`src/rtl/systolic_seq_ctrl.sv`:
```
// Sequencer for the weight-stationary systolic array: loads ARRAY_SIZE weight beats,
// streams activation rows, tracks them with a token line and emits results on valid/ready.
module systolic_seq_lane #(
    parameter int DATA_WIDTH = 8
) (
    input  logic                         load_en,
    input  logic                         act_en,
    input  logic signed [DATA_WIDTH-1:0] w_lane,
    input  logic signed [DATA_WIDTH-1:0] act_lane,
    output logic signed [DATA_WIDTH-1:0] b_lane,
    output logic signed [DATA_WIDTH-1:0] a_lane
);
    assign b_lane = load_en ? w_lane : '0;
    assign a_lane = act_en ? act_lane : '0;
endmodule

module systolic_seq_ctrl #(
    parameter int ARRAY_SIZE = 8,
    parameter int DATA_WIDTH = 8,
    parameter int ACC_WIDTH  = 32,
    parameter int MAX_ROWS   = 256,
    parameter int PIPE_LAT   = 16
) (
    input  logic                                clk,
    input  logic                                rst,
    input  logic                                start,
    input  logic [$clog2(MAX_ROWS+1)-1:0]       num_rows,
    output logic                                busy,
    output logic                                done,
    input  logic                                w_valid,
    output logic                                w_ready,
    input  logic signed [DATA_WIDTH-1:0]        w_data [ARRAY_SIZE],
    input  logic                                act_valid,
    output logic                                act_ready,
    input  logic signed [DATA_WIDTH-1:0]        act_data [ARRAY_SIZE],
    output logic                                res_valid,
    input  logic                                res_ready,
    output logic signed [ACC_WIDTH-1:0]         res_data [ARRAY_SIZE],
    output logic                                res_last,
    output logic                                arr_enable,
    output logic                                arr_write,
    output logic [$clog2(ARRAY_SIZE)-1:0]       arr_row_ptr,
    output logic signed [DATA_WIDTH-1:0]        arr_b_in [ARRAY_SIZE],
    output logic signed [DATA_WIDTH-1:0]        arr_a_in [ARRAY_SIZE],
    input  logic signed [ACC_WIDTH-1:0]         arr_c_out [ARRAY_SIZE]
);
    localparam int RW = $clog2(MAX_ROWS+1);
    localparam int WW = $clog2(ARRAY_SIZE);

    typedef enum logic [1:0] {IDLE, LOAD_W, STREAM, DRAIN} state_t;

    state_t            state;
    logic [RW-1:0]     rows_left;
    logic [WW-1:0]     wcnt;
    logic [PIPE_LAT:1] vld_pipe;
    logic [PIPE_LAT:1] last_pipe;
    logic              stall, act_fire, w_fire;

    // Tail of the token line is the row currently at arr_c_out.
    assign res_valid   = vld_pipe[PIPE_LAT];
    assign res_last    = last_pipe[PIPE_LAT];
    assign res_data    = arr_c_out;
    assign stall       = res_valid && !res_ready;
    assign arr_enable  = (state != IDLE) && !stall;
    assign act_ready   = (state == STREAM) && !stall && (rows_left != '0);
    assign act_fire    = act_valid && act_ready;
    assign w_fire      = w_valid && w_ready;
    assign arr_write   = w_fire;
    assign arr_row_ptr = wcnt;

    for (genvar i = 0; i < ARRAY_SIZE; i++) begin : g_lane
        systolic_seq_lane #(.DATA_WIDTH(DATA_WIDTH)) u_lane (
            .load_en (w_ready),
            .act_en  (act_fire),
            .w_lane  (w_data[i]),
            .act_lane(act_data[i]),
            .b_lane  (arr_b_in[i]),
            .a_lane  (arr_a_in[i])
        );
    end

    always_ff @(posedge clk or posedge rst) begin
        if (rst) begin
            state     <= IDLE;
            rows_left <= '0;
            wcnt      <= '0;
            busy      <= 1'b0;
            done      <= 1'b0;
            w_ready   <= 1'b0;
        end else begin
            done <= 1'b0;
            case (state)
                IDLE: if (start) begin
                    rows_left <= num_rows;
                    wcnt      <= '0;
                    state     <= LOAD_W;
                    busy      <= 1'b1;
                    w_ready   <= 1'b1;
                end
                LOAD_W: if (w_fire) begin
                    wcnt <= wcnt + WW'(1);
                    if (wcnt == WW'(ARRAY_SIZE-1)) begin
                        w_ready <= 1'b0;
                        if (rows_left != '0) begin
                            state <= STREAM;
                        end else begin
                            state <= IDLE;
                            busy  <= 1'b0;
                            done  <= 1'b1;
                        end
                    end
                end
                STREAM: if (act_fire) begin
                    rows_left <= rows_left - RW'(1);
                    if (rows_left == RW'(1)) state <= DRAIN;
                end
                DRAIN: if (res_valid && res_ready && res_last) begin
                    state <= IDLE;
                    busy  <= 1'b0;
                    done  <= 1'b1;
                end
                default: state <= IDLE;
            endcase
        end
    end

    // Tokens freeze with the array so they stay aligned with its contents under stall.
    always_ff @(posedge clk or posedge rst) begin
        if (rst) begin
            vld_pipe  <= '0;
            last_pipe <= '0;
        end else if (arr_enable) begin
            for (int i = PIPE_LAT; i > 1; i--) begin
                vld_pipe[i]  <= vld_pipe[i-1];
                last_pipe[i] <= last_pipe[i-1];
            end
            vld_pipe[1]  <= act_fire;
            last_pipe[1] <= act_fire && (rows_left == RW'(1));
        end
    end
endmodule

```
`config.mk`:
```
export PLATFORM = sky130hd
export DESIGN_NAME = systolic_seq_ctrl
export DESIGN_NICKNAME = d
export VERILOG_FILES = /design/src/rtl/systolic_seq_ctrl.sv
export SDC_FILE = /design/constraint.sdc
export NUM_CORES = 1
export LEC_CHECK = 0
export ABC_AREA = 1
export CAP_MARGIN = 20
export CORE_AREA = 4 4 307 309
export CTS_BUF_LIST = sky130_fd_sc_hd__clkbuf_16
export DETAILED_ROUTE_END_ITERATION = 7
export DIE_AREA = 0 0 311 313
export PLACE_DENSITY_LB_ADDON = 0.12
export SLEW_MARGIN = 20
export SYNTH_ARGS = -nofsm -noshare
export SYNTH_HDL_FRONTEND = slang
export SYNTH_HIERARCHICAL = 1
export SYNTH_SLANG_ARGS = --single-unit
```
`constraint.sdc`:
```
create_clock -name clk -period 3.4 [get_ports clk]
set_input_delay 0.68 -clock clk [delete_from_list [all_inputs] [get_ports clk]]
set_output_delay 0.68 -clock clk [all_outputs]
set_load 0.05 [all_outputs]
```
# ---- Yosys cells after proc, flatten, opt, wreduce, memory -nomap -nowiden
# Index checks and enable logic that the tools add are counted.
dict set report totals {
  register_bits 49
  input_bits 399
  elab_cells 88
}
dict set report classes {
  addsub 2
  n_eq_ne 12
  mux 44
  reduce_logical 22
}
# op count
set ops {}
lappend ops {{8-bit two-way mux} 16}
lappend ops {{9-bit two-way mux} 2}
lappend ops {{9-bit case mux with 2 select lines} 1}
lappend ops {{2-bit two-way mux} 7}
lappend ops {{2-bit != test (second input constant)} 6}
lappend ops {{6-bit AND reduction} 2}
lappend ops {{1-bit two-way mux} 11}
lappend ops {{9-bit by 1-bit equality test with 1-bit output (second input constant)} 1}
lappend ops {{1-bit logical AND} 9}
lappend ops {{9-bit nonzero test} 1}
lappend ops {{9-bit by 1-bit subtractor with 9-bit output (second input constant)} 1}
lappend ops {{2-bit case mux with 4 select lines} 1}
lappend ops {{3-bit two-way mux} 2}
lappend ops {{3-bit case mux with 2 select lines} 1}
lappend ops {{3-bit AND reduction} 2}
lappend ops {{2-bit nonzero test} 3}
lappend ops {{2-bit equality test (second input constant)} 2}
lappend ops {{1-bit case mux with 2 select lines} 2}
lappend ops {{4-bit AND reduction} 1}
lappend ops {{3-bit by 1-bit adder with 3-bit output (second input constant)} 1}
lappend ops {{3-bit equality test (second input constant)} 1}
lappend ops {{1-bit case mux with 3 select lines} 1}
lappend ops {{3-bit nonzero test} 1}
lappend ops {{2-bit by 1-bit equality test with 1-bit output (second input constant)} 1}
lappend ops {{other kinds (3)} 4}

# ---- Longest topological paths before layout
dict set report logic_depth {
  ltp_word 8
  depth_mapped 11
  depth_no_buf 11
}

# ---- Cells and area by module
# Netlist, hierarchy kept.
# mod instances cells_per_inst area_each_um2 seq_area_each_um2
set by_module_without_submodules {}
lappend by_module_without_submodules {systolic_seq_ctrl 1 551 4355.4 1226.2}
lappend by_module_without_submodules {systolic_seq_lane 8 34 130.1 0.0}

# ---- Worst setup path before layout
# No wires, ideal clock.
dict set report synth_path {
  path_type {register to output}
  from {register vld_pipe[16] in the netlist's numbering}
  to {output port act_ready}
  arrival_time_ps 2064
  required_time_ps 2720
  slack_ps 656
  stages_incl_launch_ff 5
  path_buffers 1
  path_cell_list {dfrtp_1 > inv_1 > nor2_2 > clkbuf_1 > nor3_1}
}
dict set report synth_between {
  elab_chain_cells 4
}
# element line
set synth_rtl {}
lappend synth_rtl {{start, declared} 55} ;# logic [PIPE_LAT:1] vld_pipe;
lappend synth_rtl {{start signal, assigned by index} 134} ;# vld_pipe[i] <= vld_pipe[i-1];
lappend synth_rtl {{1-bit logical AND} 63} ;# assign stall = res_valid && !res_ready;
lappend synth_rtl {{1-bit zero test} 65} ;# assign act_ready = (state == STREAM) && !stall && (rows_left != '0);
lappend synth_rtl {{1-bit logical AND (2 in series)} 65}
lappend synth_rtl {{end, declared} 34} ;# output logic act_ready,
# Every way passes these cells.

==> impl_metrics.toml <==
[logic_synthesis]
syn_avg_cell_area_sq_um = 6.56
synth_simple_gate_area_share_pct = 21.2
yosys_warnings = 6
async_flop_share_pct = 100
seq_area_frac_synth_pct = 22.7
synth_compound_area_share_pct = 5.82
netlist-cell-type-count = 26
muxShareOfSynthArea_pct = 0
syn_area_sq_mm = 0.00540
syn_nets = 1227
synth_xor_area_share_pct = 0
synthFlopType = "dfrtp_1"
synth_top_family_by_area = "buffers and inverters"
syn_inst = 823
synthAdderAreaFrac_pct = 1.16
synth_seq_cells = 49
synth_edf_count = 0

[timing]
setup_viol_count_final = 0
fin_crit_sh_pct = 93.7
slew-limit-headroom_pct = 36.1
final_hold_viol_count = 0
rsz0062_at_grt = "no"
setup_tns_ns = 0
fin_worst_skew_ns = 0.00896
fin_crit_ns = 3.19
slew_violations = 0
clock.fmax_mhz = 314
tightest_slew_ns = 0.955

[detailed_routing]
wl_mm = 48.6
wl_per_cell_um = 24.0
vias = 4807
firstDrtPassIters = 5
viasPerCell = 2.37
drt-initial-drc-count = 288
drtAntennaViolNets = 0
remaining_drc_errors = 0

[grt]
antenna_found_initial = 11
grtUsageTotal_pct = 9.43
grt_max_degree = 67
grt_remaining_overflow = 0
grt_pass1_wl_mm = 59.7
grt_pass1_vias = 4944

[worst_hold_path]
whs_path_depth = 2
min_path_type = "reg2reg"

[worst_setup_path]
slowest_stage = "clkdlybuf4s50_1"
critPathMaxStageDelay_ns = 0.56
rrSetupSlack_ns = 1.55
arrival_ns = 2.51
cp-end-kind = "primary output"
cp_cell_sequence = "clkdlybuf4s50_1 > nor2_2 > nor2_4 > nand3_4 > inv_2 > buf_12 > nand2_1 > inv_1 > buf_4"
required_ns = 2.72
start_kind = "input port"
crit_fanout = 29
crit_type = "in2out"
r2r_cells = 8

[place]
placed_cell_area_sq_mm = 0.00753
dp.final_hpwl_mm = 43.6
numPortBuffers = 281
gp_congestion = 0.799

[finish]
drive_above_1_share_pct = 15.2
area_delta_synth_final_pct = 42.3
fin_area_sq_mm = 0.00768
num-nets-final = 1240

[pwr]
comb_power_share_pct = 73.9
switching_power_mw = 3.25
swShare_pct = 59.5
power_mw = 5.46
seq_power_share_pct = 16.4
power_frac_clock_pct = 9.6
leakage_nw = 3.94
powerDensity_mw_per_mm2 = 711
ir_worst_vdd_mv = 0.281
p_int_mw = 2.21

[die]
die_w_um = 311
chipHeight_um = 313
placementRows = 111
initial_utilization_pct = 5.91
io-pin-count = 794
fp.coreArea_sq_mm = 0.0914
dieArea_sq_mm = 0.0973

[outcome]
outcome = "finished, final reports clean"

[cts]
clk_pin_slew_ns = 0.07
cts_buffers = 5
cts_root_buf = "clkbuf_16"
post_cts_buffers = 0
cts.htree.levels = 2
cts_hold_buffers = 0
cts_resized = 0
cts_tree = "yes"
clk_latency_ns = 0.30
cts_max_path_buffers = 2
cts_sinks = 49

[flow_run]
cap_viol_max_count = 0
==> layout by cell type (no fill, tap or decap), drive strengths merged <==
cell type | netlist | routed
nand2 | 240 | 240
clkdlybuf4s50 | 0 | 199
inv | 154 | 155
buf | 279 | 90
dfrtp | 49 | 49
o21ai | 49 | 49
nor2 | 16 | 16
nand3 | 14 | 14
ha | 5 | 5
clkbuf | 4 | 5
diode | 0 | 3
nand4 | 3 | 3
nor3 | 3 | 3
a21oi | 3 | 3
a22o | 2 | 2
o31ai | 1 | 1
o22ai | 1 | 1
clkinv | 0 | 1
clkinvlp | 0 | 1
==> cells in the mapped netlist, types with 5 or more instances <==
cell | count | area (sq um)
buf_4 | 256 | 1920
nand2_1 | 234 | 878
inv_1 | 148 | 556
dfrtp_1 | 49 | 1230
o21ai_0 | 39 | 195
buf_2 | 21 | 105
nand3_1 | 13 | 65.1
nor2_1 | 8 | 30.0
inv_2 | 6 | 22.5
o21ai_2 | 6 | 52.6
ha_1 | 5 | 62.6
==> final timing paths <==
check                                          start                   endpoint
max reg2reg                      w_ready$_DFFE_PP0P_           busy$_DFFE_PP0P_
max                                        res_ready               arr_a_in[13]
min                        last_pipe[13]$_DFFE_PP0P_  last_pipe[14]$_DFFE_PP0P_
max in group asynchronous                        rst        w_ready$_DFFE_PP0P_
min reg2reg                last_pipe[13]$_DFFE_PP0P_  last_pipe[14]$_DFFE_PP0P_
min in group asynchronous                        rst   rows_left[4]$_DFFE_PP0P_
==> registers in the layout, indices dropped and copies added, names as in the netlist, named ones only <==
name,flops
arr_row_ptr,3
busy,1
done,1
last_pipe,16
rows_left,9
state,1
vld_pipe,16
w_ready,1
==> stage by stage <==
step	hold slack (ns)	utilization, %	setup WS, ns	instances
2_1_floorplan	0.443	-	0.656	823
3_3_place_gp	0.453	8.24	0.207	2015
3_5_place_dp	0.458	8.24	0.178	2015
4_1_cts	0.476	8.39	0.180	2023
5_1_grt	0.496	8.40	0.100	2024
6_report	0.471	8.40	0.213	2026
==> cell families (layout without fill, tap and decap cells) <==
| group | after synthesis | in the layout |
|---|---|---|
| other cells | 0 | 3 |
| flops | 49 | 49 |
| compound gates | 56 | 56 |
| fa+ha+maj | 5 | 5 |
| simple gates | 276 | 276 |
| buf+inv | 437 | 451 |
==> critical path, delay by kind of cell <==
kind / cells / cell delay (ns)
buffers and inverters: 5 / 1.40
and+or+nand+nor: 4 / 0.39
==> cell type report <==
class	instances	area, sq um
Antenna cell	3	7.51
Clock buffer	5	125
Clock inverter	3	20.0
Fill cell	10700	83700
Inverter	154	578
Multi-Input combinational cell	337	1520
Sequential cell	49	1230
Tap cell	1186	1480
Timing Repair Buffer	289	2720
==> power groups by stage <==
stage	clock network (mW)	registers [mW]	logic (mW)
2_1_floorplan	0	0.992	3.36
3_5_place_dp	0	0.909	4.13
3_3_place_gp	0	0.912	4.12
6_report	0.526	0.898	4.04
4_1_cts	0.570	0.902	4.13
5_1_grt	0.589	0.926	4.35
==> per-layer routing <==
metal	wire length [um]	part of all wire [%]	track usage, %
met1	16500	34	9.55
met2	21500	44	14.5
met3	9180	19	8.13
met4	1420	2.9	2.57
met5	0	0	0
No activity file was read; power rests on OpenSTA's default activity.
